File: src/rtl/surf4_hk_pkg.sv
// Shared types and constants for the SURF4 housekeeping poller: FSM encoding,
// error markers written in place of failed reads, and trailer word layout.
package surf4_hk_pkg;

  typedef enum logic [2:0] {
    ST_IDLE  = 3'd0,
    ST_FETCH = 3'd1,
    ST_BUS   = 3'd2,
    ST_STORE = 3'd3,
    ST_TRAIL = 3'd4
  } hk_state_e;

  // Error marker for a slave-reported error; the low bits carry the entry index.
  localparam logic [31:0] DEAD_0000 = 32'hDEAD_0000;
  localparam logic [31:0] DEAD_FFFF = 32'hDEAD_FFFF;

  localparam int TBL_LAST_BIT = 20;

  localparam int TRL_SEQ_LSB = 16;
  localparam int TRL_ERR_LSB = 8;
  localparam int TRL_CNT_LSB = 0;

  function automatic logic [31:0] pack_trailer(input logic [15:0] seq,
                                               input logic [7:0]  errcnt,
                                               input logic [7:0]  count);
    logic [31:0] w;
    w = '0;
    w[TRL_SEQ_LSB +: 16] = seq;
    w[TRL_ERR_LSB +: 8]  = errcnt;
    w[TRL_CNT_LSB +: 8]  = count;
    return w;
  endfunction

  function automatic logic [7:0] sat_inc8(input logic [7:0] v);
    return (v == 8'hFF) ? v : v + 8'd1;
  endfunction

endpackage

File: src/rtl/surf4_hk_addr_table.sv
// Poll address table: N_ENTRIES x {last, wb_addr[19:0]} distributed RAM with
// synchronous write and a registered, enabled read port.
module surf4_hk_addr_table #(
  parameter int N_ENTRIES = 16,
  parameter int AW        = $clog2(N_ENTRIES)
) (
  input  logic          clk_i,
  input  logic          rst_i,
  input  logic          we_i,
  input  logic [AW-1:0] waddr_i,
  input  logic [20:0]   wdat_i,
  input  logic          re_i,
  input  logic [AW-1:0] raddr_i,
  output logic [20:0]   rdat_o
);

  logic [20:0] mem [N_ENTRIES];

  // Contents are deliberately not reset so the array maps onto LUT RAM.
  always_ff @(posedge clk_i) begin
    if (we_i) mem[waddr_i] <= wdat_i;
  end

  // Read register holds between fetches so the bus address stays stable.
  always_ff @(posedge clk_i or posedge rst_i) begin
    if (rst_i)     rdat_o <= '0;
    else if (re_i) rdat_o <= mem[raddr_i];
  end

endmodule

File: src/rtl/surf4_hk_poller.sv
// Housekeeping poller: on each PPS rising edge, reads every table entry over
// WISHBONE and writes results plus a {seq, errcnt, count} trailer to the buffer.
//
// state    | meaning
// ---------+----------------------------------------------------------
// ST_IDLE  | waiting for a PPS rising edge
// ST_FETCH | table read of entry idx in flight
// ST_BUS   | WB read cycle active; waiting for ack/err or timer expiry
// ST_STORE | result being written to buffer word idx; pick next entry
// ST_TRAIL | trailer being written to buffer word N_ENTRIES; bump seq
module surf4_hk_poller
  import surf4_hk_pkg::*;
#(
  parameter int N_ENTRIES = 16,
  parameter int TIMEOUT   = 255,
  localparam int AW       = $clog2(N_ENTRIES)
) (
  input  logic          clk_i,
  input  logic          rst_i,
  input  logic          pps_i,
  input  logic          tbl_we_i,
  input  logic [AW-1:0] tbl_addr_i,
  input  logic [20:0]   tbl_dat_i,
  output logic          wbm_cyc_o,
  output logic          wbm_stb_o,
  output logic          wbm_we_o,
  output logic [19:0]   wbm_adr_o,
  output logic [31:0]   wbm_dat_o,
  output logic [3:0]    wbm_sel_o,
  input  logic [31:0]   wbm_dat_i,
  input  logic          wbm_ack_i,
  input  logic          wbm_err_i,
  output logic          buf_we_o,
  output logic [AW:0]   buf_addr_o,
  output logic [31:0]   buf_dat_o,
  output logic          busy_o,
  output logic          done_o,
  output logic          overrun_o
);

  localparam logic [7:0]    TIMER_LOAD = 8'(TIMEOUT - 1);
  localparam logic [AW-1:0] IDX_MAX    = AW'(N_ENTRIES - 1);
  localparam logic [AW:0]   TRL_ADDR   = (AW + 1)'(N_ENTRIES);

  hk_state_e     state;
  logic [AW-1:0] idx;
  logic [15:0]   seq;
  logic [7:0]    errcnt;
  logic [7:0]    timer;
  logic          pps_q;
  logic          cyc_q;
  logic          buf_we_q;
  logic [AW:0]   buf_addr_q;
  logic [31:0]   buf_dat_q;
  logic          done_q;
  logic          overrun_q;
  logic [20:0]   entry;
  logic          entry_last;
  logic          pps_edge;
  logic          bus_end;

  assign pps_edge   = pps_i & ~pps_q;
  assign entry_last = entry[TBL_LAST_BIT];
  // Timer expiry is checked on the same cycle as ack/err, giving TIMEOUT BUS cycles.
  assign bus_end    = wbm_ack_i | wbm_err_i | (timer == 8'd0);

  surf4_hk_addr_table #(
    .N_ENTRIES (N_ENTRIES),
    .AW        (AW)
  ) u_table (
    .clk_i   (clk_i),
    .rst_i   (rst_i),
    .we_i    (tbl_we_i),
    .waddr_i (tbl_addr_i),
    .wdat_i  (tbl_dat_i),
    .re_i    (state == ST_FETCH),
    .raddr_i (idx),
    .rdat_o  (entry)
  );

  always_ff @(posedge clk_i or posedge rst_i) begin
    if (rst_i) begin
      state      <= ST_IDLE;
      idx        <= '0;
      seq        <= '0;
      errcnt     <= '0;
      timer      <= '0;
      pps_q      <= 1'b0;
      cyc_q      <= 1'b0;
      buf_we_q   <= 1'b0;
      buf_addr_q <= '0;
      buf_dat_q  <= '0;
      done_q     <= 1'b0;
      overrun_q  <= 1'b0;
    end else begin
      pps_q    <= pps_i;
      buf_we_q <= 1'b0;
      done_q   <= 1'b0;
      if (pps_edge && (state != ST_IDLE)) overrun_q <= 1'b1;

      case (state)
        ST_IDLE: begin
          if (pps_edge) begin
            idx    <= '0;
            errcnt <= '0;
            state  <= ST_FETCH;
          end
        end
        ST_FETCH: begin
          timer <= TIMER_LOAD;
          cyc_q <= 1'b1;
          state <= ST_BUS;
        end
        ST_BUS: begin
          if (bus_end) begin
            cyc_q      <= 1'b0;
            buf_we_q   <= 1'b1;
            buf_addr_q <= {1'b0, idx};
            state      <= ST_STORE;
            if (wbm_ack_i) begin
              buf_dat_q <= wbm_dat_i;
            end else if (wbm_err_i) begin
              buf_dat_q <= DEAD_0000 | 32'(idx);
              errcnt    <= sat_inc8(errcnt);
            end else begin
              buf_dat_q <= DEAD_FFFF;
              errcnt    <= sat_inc8(errcnt);
            end
          end else begin
            timer <= timer - 8'd1;
          end
        end
        ST_STORE: begin
          if (entry_last || (idx == IDX_MAX)) begin
            buf_we_q   <= 1'b1;
            buf_addr_q <= TRL_ADDR;
            buf_dat_q  <= pack_trailer(seq, errcnt, 8'(idx) + 8'd1);
            done_q     <= 1'b1;
            state      <= ST_TRAIL;
          end else begin
            idx   <= idx + 1'b1;
            state <= ST_FETCH;
          end
        end
        ST_TRAIL: begin
          seq   <= seq + 16'd1;
          state <= ST_IDLE;
        end
        default: state <= ST_IDLE;
      endcase
    end
  end

  assign wbm_cyc_o  = cyc_q;
  assign wbm_stb_o  = cyc_q;
  assign wbm_we_o   = 1'b0;
  assign wbm_adr_o  = entry[19:0];
  assign wbm_dat_o  = '0;
  assign wbm_sel_o  = cyc_q ? 4'hF : 4'h0;
  assign buf_we_o   = buf_we_q;
  assign buf_addr_o = buf_addr_q;
  assign buf_dat_o  = buf_dat_q;
  assign busy_o     = (state != ST_IDLE);
  assign done_o     = done_q;
  assign overrun_o  = overrun_q;

endmodule

File: config.mk
export PLATFORM = sky130hd
export DESIGN_NAME = surf4_hk_poller
export DESIGN_NICKNAME = d
export VERILOG_FILES = /design/src/rtl/surf4_hk_pkg.sv /design/src/rtl/surf4_hk_addr_table.sv /design/src/rtl/surf4_hk_poller.sv
export SDC_FILE = /design/constraint.sdc
export NUM_CORES = 1
export LEC_CHECK = 0
export CAP_MARGIN = 0
export CORE_MARGIN = 2
export CORE_UTILIZATION = 52
export CTS_CLUSTER_SIZE = 20
export DETAILED_ROUTE_END_ITERATION = 10
export PLACE_DENSITY = 0.83
export SYNTH_ARGS = -nofsm -noshare
export SYNTH_HDL_FRONTEND = slang
export SYNTH_SLANG_ARGS = --single-unit
File: constraint.sdc
create_clock -name clk_i -period 3.2 [get_ports clk_i]
set_input_delay 0.64 -clock clk_i [delete_from_list [all_inputs] [get_ports clk_i]]
set_output_delay 0.64 -clock clk_i [all_outputs]
set_load 0.02 [all_outputs]
### Word-level counts from Yosys, hierarchy flattened

Memories as Yosys holds them, arrays and structs flattened. A register that Yosys moved wholly into a read port is not among the register bits.
Index checks and enable logic that the tools add are counted.

* flip-flop bits (word level): 81
* bits in writable memories: 336
* bits of input ports: 63
* output and inout bits: 100
* word-level logic and storage cells: 81
* memories kept: 1

Memories
* u_table.mem: words 16, bits a word 21, read ports 1, clocked after Yosys merged registers in 1, write ports 1, line surf4_hk_addr_table.sv:17 `logic [20:0] mem [N_ENTRIES];`

* $add $sub $neg: 5
* eq/ne operators: 13
* mux-type cells: 31
* bitwise operators: 4
* reductions and logical operators: 15

Operators by type and width (count)
* two-way mux 32 bit: 3
* one-hot mux 32 bit (2 select lines): 1
* two-way mux 8 bit: 5
* one-hot mux 8 bit (2 select lines): 2
* adder 16 x 1 -> 16 bit, second input constant: 1
* two-way mux 16 bit: 1
* != test 2 bit, second input constant: 7
* two-way mux 4 bit: 3
* one-hot mux 3 bit (4 select lines): 1
* two-way mux 5 bit: 2
* one-hot mux 5 bit (2 select lines): 1
* two-way mux 3 bit: 3
* adder 8 x 1 -> 8 bit, second input constant: 1
* == test 8 bit, second input constant: 1
* zero test 8 bit: 1
* one-hot mux 4 bit (2 select lines): 1
* nonzero test 2 bit: 4
* subtractor 8 x 1 -> 8 bit, second input constant: 1
* == test 3 x 2 -> 1 bit, second input constant: 2
* two-way mux 1 bit: 6
* AND reduction 2 bit: 3
* AND reduction 3 bit: 2
* adder 4 x 1 -> 5 bit, second input constant: 1
* AND reduction 5 bit: 1
* 12 further kinds: 14

### Logic depth before layout (Yosys ltp)

Gate-level depths: netlist of run 1.

* word-level depth: 5
* mapped depth: 9
* mapped depth without buffers: 7

### By module

A second synthesis of run 1 with hierarchy kept.

* cells, all modules: 1025
* area, all modules: 18420.2 um^2

By module, submodules not included
* surf4_hk_addr_table: times used 1, cells an instance 584, area each 13927.1 um^2, seq. area each 10615.2 um^2
* surf4_hk_poller: times used 1, cells an instance 441, area each 4493.1 um^2, seq. area each 2026.9 um^2

### Worst setup path before layout of run 1

OpenSTA, ideal clock, no wires.

* kind: input -> register
* start: in tbl_addr_i[2]
* end: mem u_table.mem[0][0] (enable)
* data arrival time: 2621 ps
* required time: 2774 ps
* path slack: 153 ps
* stages on the path: 2
* path through: or3b_2 -> nor3_1

RTL lines
* start, declared: line surf4_hk_poller.sv:22 `input logic [AW-1:0] tbl_addr_i,`
* end, declared: line surf4_hk_addr_table.sv:17

Straight into the memory's write port.

### Final worst setup path of run 1

* start: reg state[0]
* end: out busy_o

* word-level cells in the longest chain between the ends: 1

RTL lines
* start, declared: line surf4_hk_poller.sv:45 `hk_state_e state;`
* start signal, assigned: line surf4_hk_poller.sv:83 `state <= ST_IDLE;`
* start signal, assigned: line surf4_hk_poller.sv:106 `state <= ST_FETCH;`
* start signal, assigned: line surf4_hk_poller.sv:112 `state <= ST_BUS;`
* nonzero test 3 bit: line surf4_hk_poller.sv:163 `assign busy_o = (state != ST_IDLE);`
* end, declared: line surf4_hk_poller.sv:36 `output logic busy_o,`

Every way passes these cells.

==> results.json, run 1 <==
{
  "status": "completed",
  "rrSetupSlack_ns": 0.86,
  "r2r-end": "u_table.rdat_o[4]$_DFFE_PP0P_",
  "synth-edff-count": 336,
  "worst_pin_slew_ns": 1.31,
  "worstPathArrival_ns": 2.03,
  "met3_usage": 0.0426,
  "ys_seq_elements": 438,
  "grt-ovfl-total": 0,
  "grt_pass1_wl_mm": 60.2,
  "max_freq_ghz": 0.375,
  "synth_top_area_frac": 0.561,
  "chipWidth_um": 190,
  "fin_worst_skew_ns": 0.0287,
  "nFillCells": 2431,
  "synthCells": 1170,
  "nets": 1356,
  "post-route-min-period_ns": 2.67,
  "slowest_delay_ns": 0.58,
  "drive_gt1_frac": 0.124,
  "post_cts_buffers": 0,
  "yosys_warnings": 0,
  "dieArea_um2": 36100,
  "endpoint": "busy_o",
  "pin_count": 163,
  "synthXorXnorAreaFrac": 0.00975,
  "cp-start-kind": "register",
  "holdWs_ns": 0.484,
  "syn_area_per_cell_um2": 15.4,
  "track_usage": 0.218,
  "wirelength_mm": 39.4,
  "drv_cap": 0,
  "coreArea_um2": 34300,
  "timing.final.crit_share": 0.834,
  "synth_top_family_by_area": "multiplexers",
  "tns_ns": 0,
  "path_cells": "nor3_1 -> inv_1 -> clkdlybuf4s50_1",
  "hpwlAfterDp_mm": 23.4,
  "initial_core_util": 0.524,
  "ir_worst_vdd_mv": 0.640,
  "muxShareOfSynthArea": 0.0988,
  "rr_worst_depth": 4,
  "n_antenna_cell": 0,
  "p_per_area_nw_per_um2": 835,
  "synth-compound-area-share": 0.0862,
  "synthSimpleGateAreaFrac": 0.0531,
  "syn2layout_area_growth_pct": 17.4,
  "die_h_um": 190,
  "drc": 0,
  "avgRoutedWirePerCell_um": 22.2,
  "yosysSeqAreaShare": 0.703,
  "startpoint": "state[0]$_DFFE_PP0P_",
  "clock_path_buffers": 3,
  "p_total_mw": 17.6,
  "cp.required_ns": 2.56,
  "post_cts_resized": 0,
  "cts-hold-fix-buffers": 0,
  "rows": 68,
  "viasPerCell": 5.93,
  "grt-busiest-layer": "met2",
  "critPathMaxFanout": 11,
  "root_buffer": "clkbuf_16",
  "drv_slew": 0,
  "synthArstFlopShare": 0.233,
  "cp-end-kind": "output pin",
  "multi_input_area_um2": 4710,
  "hp-class": "reg -> reg",
  "r2r_start": "state[0]$_DFFE_PP0P_",
  "synth_fa_ha_area_frac": 0.00348,
  "yosysTopAreaCell": "edfxtp_1",
  "grt_pass1_vias": 10533,
  "vias": 10545,
  "grt_use_met1": 0.298,
  "cts.htree.levels": 2,
  "gp_congestion": 0.812,
  "ys_types": 56,
  "seq_area_um2": 12600,
  "power_leakage_nw": 7.20,
  "final_antenna_net_count": 0,
  "yosys_most_used_dff": "edfxtp_1",
  "path_class": "reg -> out",
  "grt_max_degree": 103,
  "drtPass1Iterations": 5,
  "insertion_delay_ns": 0.56,
  "drt_iter0_markers": 1109,
  "port_buffers": 129,
  "syn_area_um2": 18000,
  "slew_headroom": 0.127,
  "final_hold_viol_count": 0,
  "tritoncts": "done",
  "rsz0062_at_grt": "no",
  "numClockSinks": 438,
  "yosys-top-cells-area": "edfxtp_1 (56%), dfrtp_1 (14%), mux2i_1 (6.8%), mux4_2 (2.9%), a22oi_1 (2.5%)",
  "antenna_found_initial": 0,
  "cts_buffers": 43,
  "cp_slowest_cell": "clkdlybuf4s50_1",
  "clk_pin_slew_worst_paths_ns": 0.06,
  "setup_viol": 0,
  "grt_use_met2": 0.354
}
## worst min path at each step
stage / start / endpoint / slack (ns) / cells after the start
after global routing: seq[15]$_DFFE_PP0N_ / seq[15]$_DFFE_PP0N_ / 0.51 / 1
after floorplan: seq[15]$_DFFE_PP0N_ / seq[15]$_DFFE_PP0N_ / 0.44 / 1
final: buf_dat_o[12]$_DFFE_PP0P_ / buf_dat_o[12]$_DFFE_PP0P_ / 0.48 / 2
after CTS: buf_dat_o[31]$_DFFE_PP0P_ / buf_dat_o[31]$_DFFE_PP0P_ / 0.49 / 2
after detailed placement: buf_dat_o[31]$_DFFE_PP0P_ / buf_dat_o[31]$_DFFE_PP0P_ / 0.48 / 2
after global placement: buf_dat_o[12]$_DFFE_PP0P_ / buf_dat_o[12]$_DFFE_PP0P_ / 0.47 / 2
## power by group
| part | switching (mW) | leakage (nW) | total (mW) | internal (mW) |
|---|---|---|---|---|
| Clock | 2.12 | 0.725 | 5.29 | 3.17 |
| Sequential | 0.418 | 4.31 | 7.10 | 6.68 |
| Combinational | 3.02 | 2.16 | 5.24 | 2.22 |
## synth_stat cells (2+ instances only)
master,count
nand2_1,79
nand3_1,12
nor2b_1,3
edfxtp_1,336
nand2b_1,5
dfrtp_1,102
nor3b_2,2
nand4_1,5
mux2i_1,123
or3_1,12
a22oi_1,60
inv_1,9
a41oi_1,4
and3_1,11
a211oi_1,2
o211ai_1,20
a31oi_1,5
a21o_1,3
buf_4,60
nor2_1,38
o41ai_2,2
and4_1,3
a32oi_1,20
ha_1,5
xnor2_1,12
a22o_1,4
clkbuf_1,36
or3b_2,2
xor2_1,8
buf_2,27
buf_6,5
mux4_2,23
nor3_1,8
o21ai_0,23
and2_1,3
o221ai_1,4
nand3b_1,5
o31ai_1,5
o21ai_1,32
a21oi_1,36
## area by class of cell
cell class	count	share of cell area
multi-input cells	627	0.223
flip-flops and latches	438	0.599
inverters	9	0.00178
clock inverters	22	0.0144
well taps	455	0.0270
repair buffers	169	0.0784
clock buffers	57	0.0559
## placed cells by master (no fill, tap or decap), types with 6 or more instances in the layout
cell type        instances
clkbuf_16               43
edfxtp_1               336
bufinv_16                7
conb_1                  33
o21ai_1                 32
a32oi_1                 20
clkdlybuf4s50_1        129
clkinv_2                 6
xnor2_1                 12
o21ai_0                 23
inv_1                    8
mux4_2                  23
nand2_1                 79
a22oi_1                 60
o211ai_1                20
dfrtp_1                101
xor2_1                   8
nand3_1                 12
nor2_2                  13
or3_1                   12
clkbuf_1                 9
a21oi_1                 36
mux2i_1                123
nor2_1                  25
and3_1                  11
buf_4                   35
## cell families after synthesis
kind of cell | count (synthesis)
other | 1
buffers and inverters | 137
flip-flops | 438
AND/OR/NAND/NOR | 195
AO/OA/AOI/OAI | 226
adder cells (fa/ha/maj) | 5
XOR/XNOR | 20
multiplexers | 148
## layer usage
metal	wire length, um	share of wire	vias to the layer above
met4	981	0.025	0
met2	19100	0.49	504
met3	3340	0.085	70
met1	15900	0.40	5323
li1	-	-	4648
met5	0	0	-
## critical path: cells and delay by family (launching register included)
family / cells / cell delay (ns)
buf+inv: 2 / 0.67
flops: 1 / 0.51
simple gates: 1 / 0.30
## sequential cells by signal (all words and copies together) (netlist names)
signal / cells
overrun_o: 1
seq: 16
state: 3
u_table.mem: 336
u_table.rdat_o: 21
buf_dat_o: 32
done_o: 1
wbm_cyc_o: 1
buf_we_o: 1
buf_addr_o: 5
timer: 8
errcnt: 8
idx: 4
pps_q: 1
## through the flow
step	utilization	cells	worst slack, ns	cell area, um2
floorplan	-	1202	0.153	18100
global placement	0.572	1698	0.648	19600
detailed placement	0.572	1698	0.560	19600
CTS	0.615	1777	0.527	21100
global route	0.615	1777	0.425	21100
finish	0.615	1777	0.531	21100
Power figures use the tool's default switching activity.
==> run 2, diff against run 1 <==
Settings changed: CORE_UTILIZATION 52 to 57, PLACE_DENSITY 0.83 to 0.86.
Clock period 3.2 ns to 2.6 ns, I/O delays scaled along.
==> results.json, run 2 (synthesized netlist as in run 1, its figures left out) <==
{
  "numClockSinks": 438,
  "final_antenna_net_count": 0,
  "drv_cap": 0,
  "post_cts_buffers": 0,
  "initial_core_util": 0.574,
  "pin_count": 163,
  "status": "completed",
  "path_class": "reg -> out",
  "syn2layout_area_growth_pct": 17.9,
  "drt_iter0_markers": 1249,
  "cp-start-kind": "register",
  "final_cell_mix": "edfxtp_1 (336), clkdlybuf4s50_1 (129), mux2i_1 (123)",
  "root_buffer": "clkbuf_16",
  "slew_headroom": 0.461,
  "p_total_mw": 21.4,
  "grt_max_degree": 103,
  "dieArea_um2": 33000,
  "worstPathArrival_ns": 1.98,
  "min_to": "pps_q$_DFF_PP0_",
  "final_hold_viol_count": 0,
  "chipWidth_um": 182,
  "rsz0062_at_grt": "no",
  "timing.final.crit_share": 0.963,
  "drv_slew": 0,
  "nFillCells": 1985,
  "antenna_found_initial": 0,
  "tns_ns": 0,
  "critPathMaxFanout": 11,
  "tritoncts": "done",
  "ir_worst_vdd_mv": 0.749,
  "drc": 0,
  "routedLengthMet1_mm": 15.6,
  "drtPass1Iterations": 5,
  "nets": 1369,
  "rows": 65,
  "final_common_cell": "edfxtp_1",
  "clk_pin_slew_worst_paths_ns": 0.06,
  "worst_pin_slew_ns": 0.805,
  "track_usage": 0.244,
  "dr.max_layer_used": "met4",
  "grt_pass1_vias": 10805,
  "r2r_start": "idx[2]$_DFFE_PP0P_",
  "r2r-end": "u_table.rdat_o[14]$_DFFE_PP0P_",
  "rr_worst_depth": 5,
  "fin_area_um2": 21200,
  "wirelength_mm": 40.2,
  "hold_depth": 1,
  "hpwlAfterDp_mm": 24.0,
  "grt-ovfl-total": 0,
  "holdWs_ns": 0.465,
  "cts_buffers": 44,
  "avgRoutedWirePerCell_um": 23.2,
  "die_h_um": 182,
  "viasPerCell": 6.17,
  "wl_met3_mm": 3.83,
  "cts.htree.levels": 2,
  "power_leakage_nw": 7.25,
  "post-route-min-period_ns": 2.50,
  "p_per_area_nw_per_um2": 1010,
  "cp-end-kind": "output pin",
  "port_buffers": 129,
  "wl_met2_mm": 19.6,
  "fin_util": 0.677,
  "grt_pass1_wl_mm": 61.2,
  "gp_congestion": 0.836,
  "insertion_delay_ns": 0.56,
  "drive_gt1_frac": 0.133,
  "vias": 10713,
  "hold_start": "pps_i",
  "fin_worst_skew_ns": 0.0292,
  "cp.required_ns": 2.08,
  "hp-class": "in -> reg",
  "largest_reg_flops": 336,
  "coreArea_um2": 31300,
  "n_antenna_cell": 0,
  "rrSetupSlack_ns": 0.26,
  "top_register": "u_table.mem",
  "max_freq_ghz": 0.399,
  "clock_path_buffers": 3,
  "place_area_um2": 19800,
  "setup_viol": 0
}
run 2: cell types whose count changed in the layout (fill, tap and decap cells not counted), sizes merged:
cell	previous run	this run
bufinv	7	1
clkbuf	57	58
clkinvlp	2	3
clkinv	12	19
inv	10	8
buf	40	52
run 2: area by class of cell:
class	count	area (um2)	area share
clock buffers	58	1220	0.0575
clock inverters	22	175	0.00827
inverters	9	37.5	0.00177
multi-input cells	627	4740	0.224
flip-flops and latches	438	12600	0.597
well taps	402	503	0.0237
repair buffers	181	1870	0.0882
run 2: timing repair:
| action | CTS | global route |
|---|---|---|
| hold buffers | 0 | 0 |
| gates resized for setup | 0 | 1 |
| setup endpoints to repair | 0 | 1 |
run 2: worst max-delay path, stage by stage, from the launching register on:
cell	delay [ns]
dfrtp_1	0.53
nor3_2	0.26
inv_1	0.08
clkdlybuf4s50_1	0.57
run 2: worst max path at each step:
| stage | to | slack [ns] | startpoint |
|---|---|---|---|
| floorplan | u_table.mem[12][0]$_DFFE_PP_ | 0.05 | tbl_we_i |
| global placement | buf_dat_o[14]$_DFFE_PP0P_ | 0.33 | wbm_err_i |
| detailed placement | buf_dat_o[12]$_DFFE_PP0P_ | 0.23 | wbm_err_i |
| CTS | busy_o | 0.04 | state[0]$_DFFE_PP0P_ |
| global route | busy_o | 0.002 | state[0]$_DFFE_PP0P_ |
| finish | busy_o | 0.1 | state[0]$_DFFE_PP0P_ |
run 2: metrics by stage:
stage | instances | setup slack, ns
floorplan | 1202 | 0.0507
global placement | 1657 | 0.331
detailed placement | 1657 | 0.230
CTS | 1737 | 0.0362
global route | 1737 | 0.00167
finish | 1737 | 0.0966
run 2: layer usage:
| layer | up-vias | track usage |
|---|---|---|
| met3 | 99 | 0.0525 |
| met2 | 642 | 0.402 |
| met4 | 0 | 0.0872 |
| met5 | - | 0 |
| met1 | 5288 | 0.323 |
| li1 | 4684 | - |
run 2: report_power, final:
part / leakage (nW) / internal, mW / switching (mW) / total, mW
clock network: 0.681 / 3.42 / 2.61 / 6.03
logic: 2.26 / 2.83 / 3.75 / 6.57
registers: 4.31 / 8.22 / 0.554 / 8.78
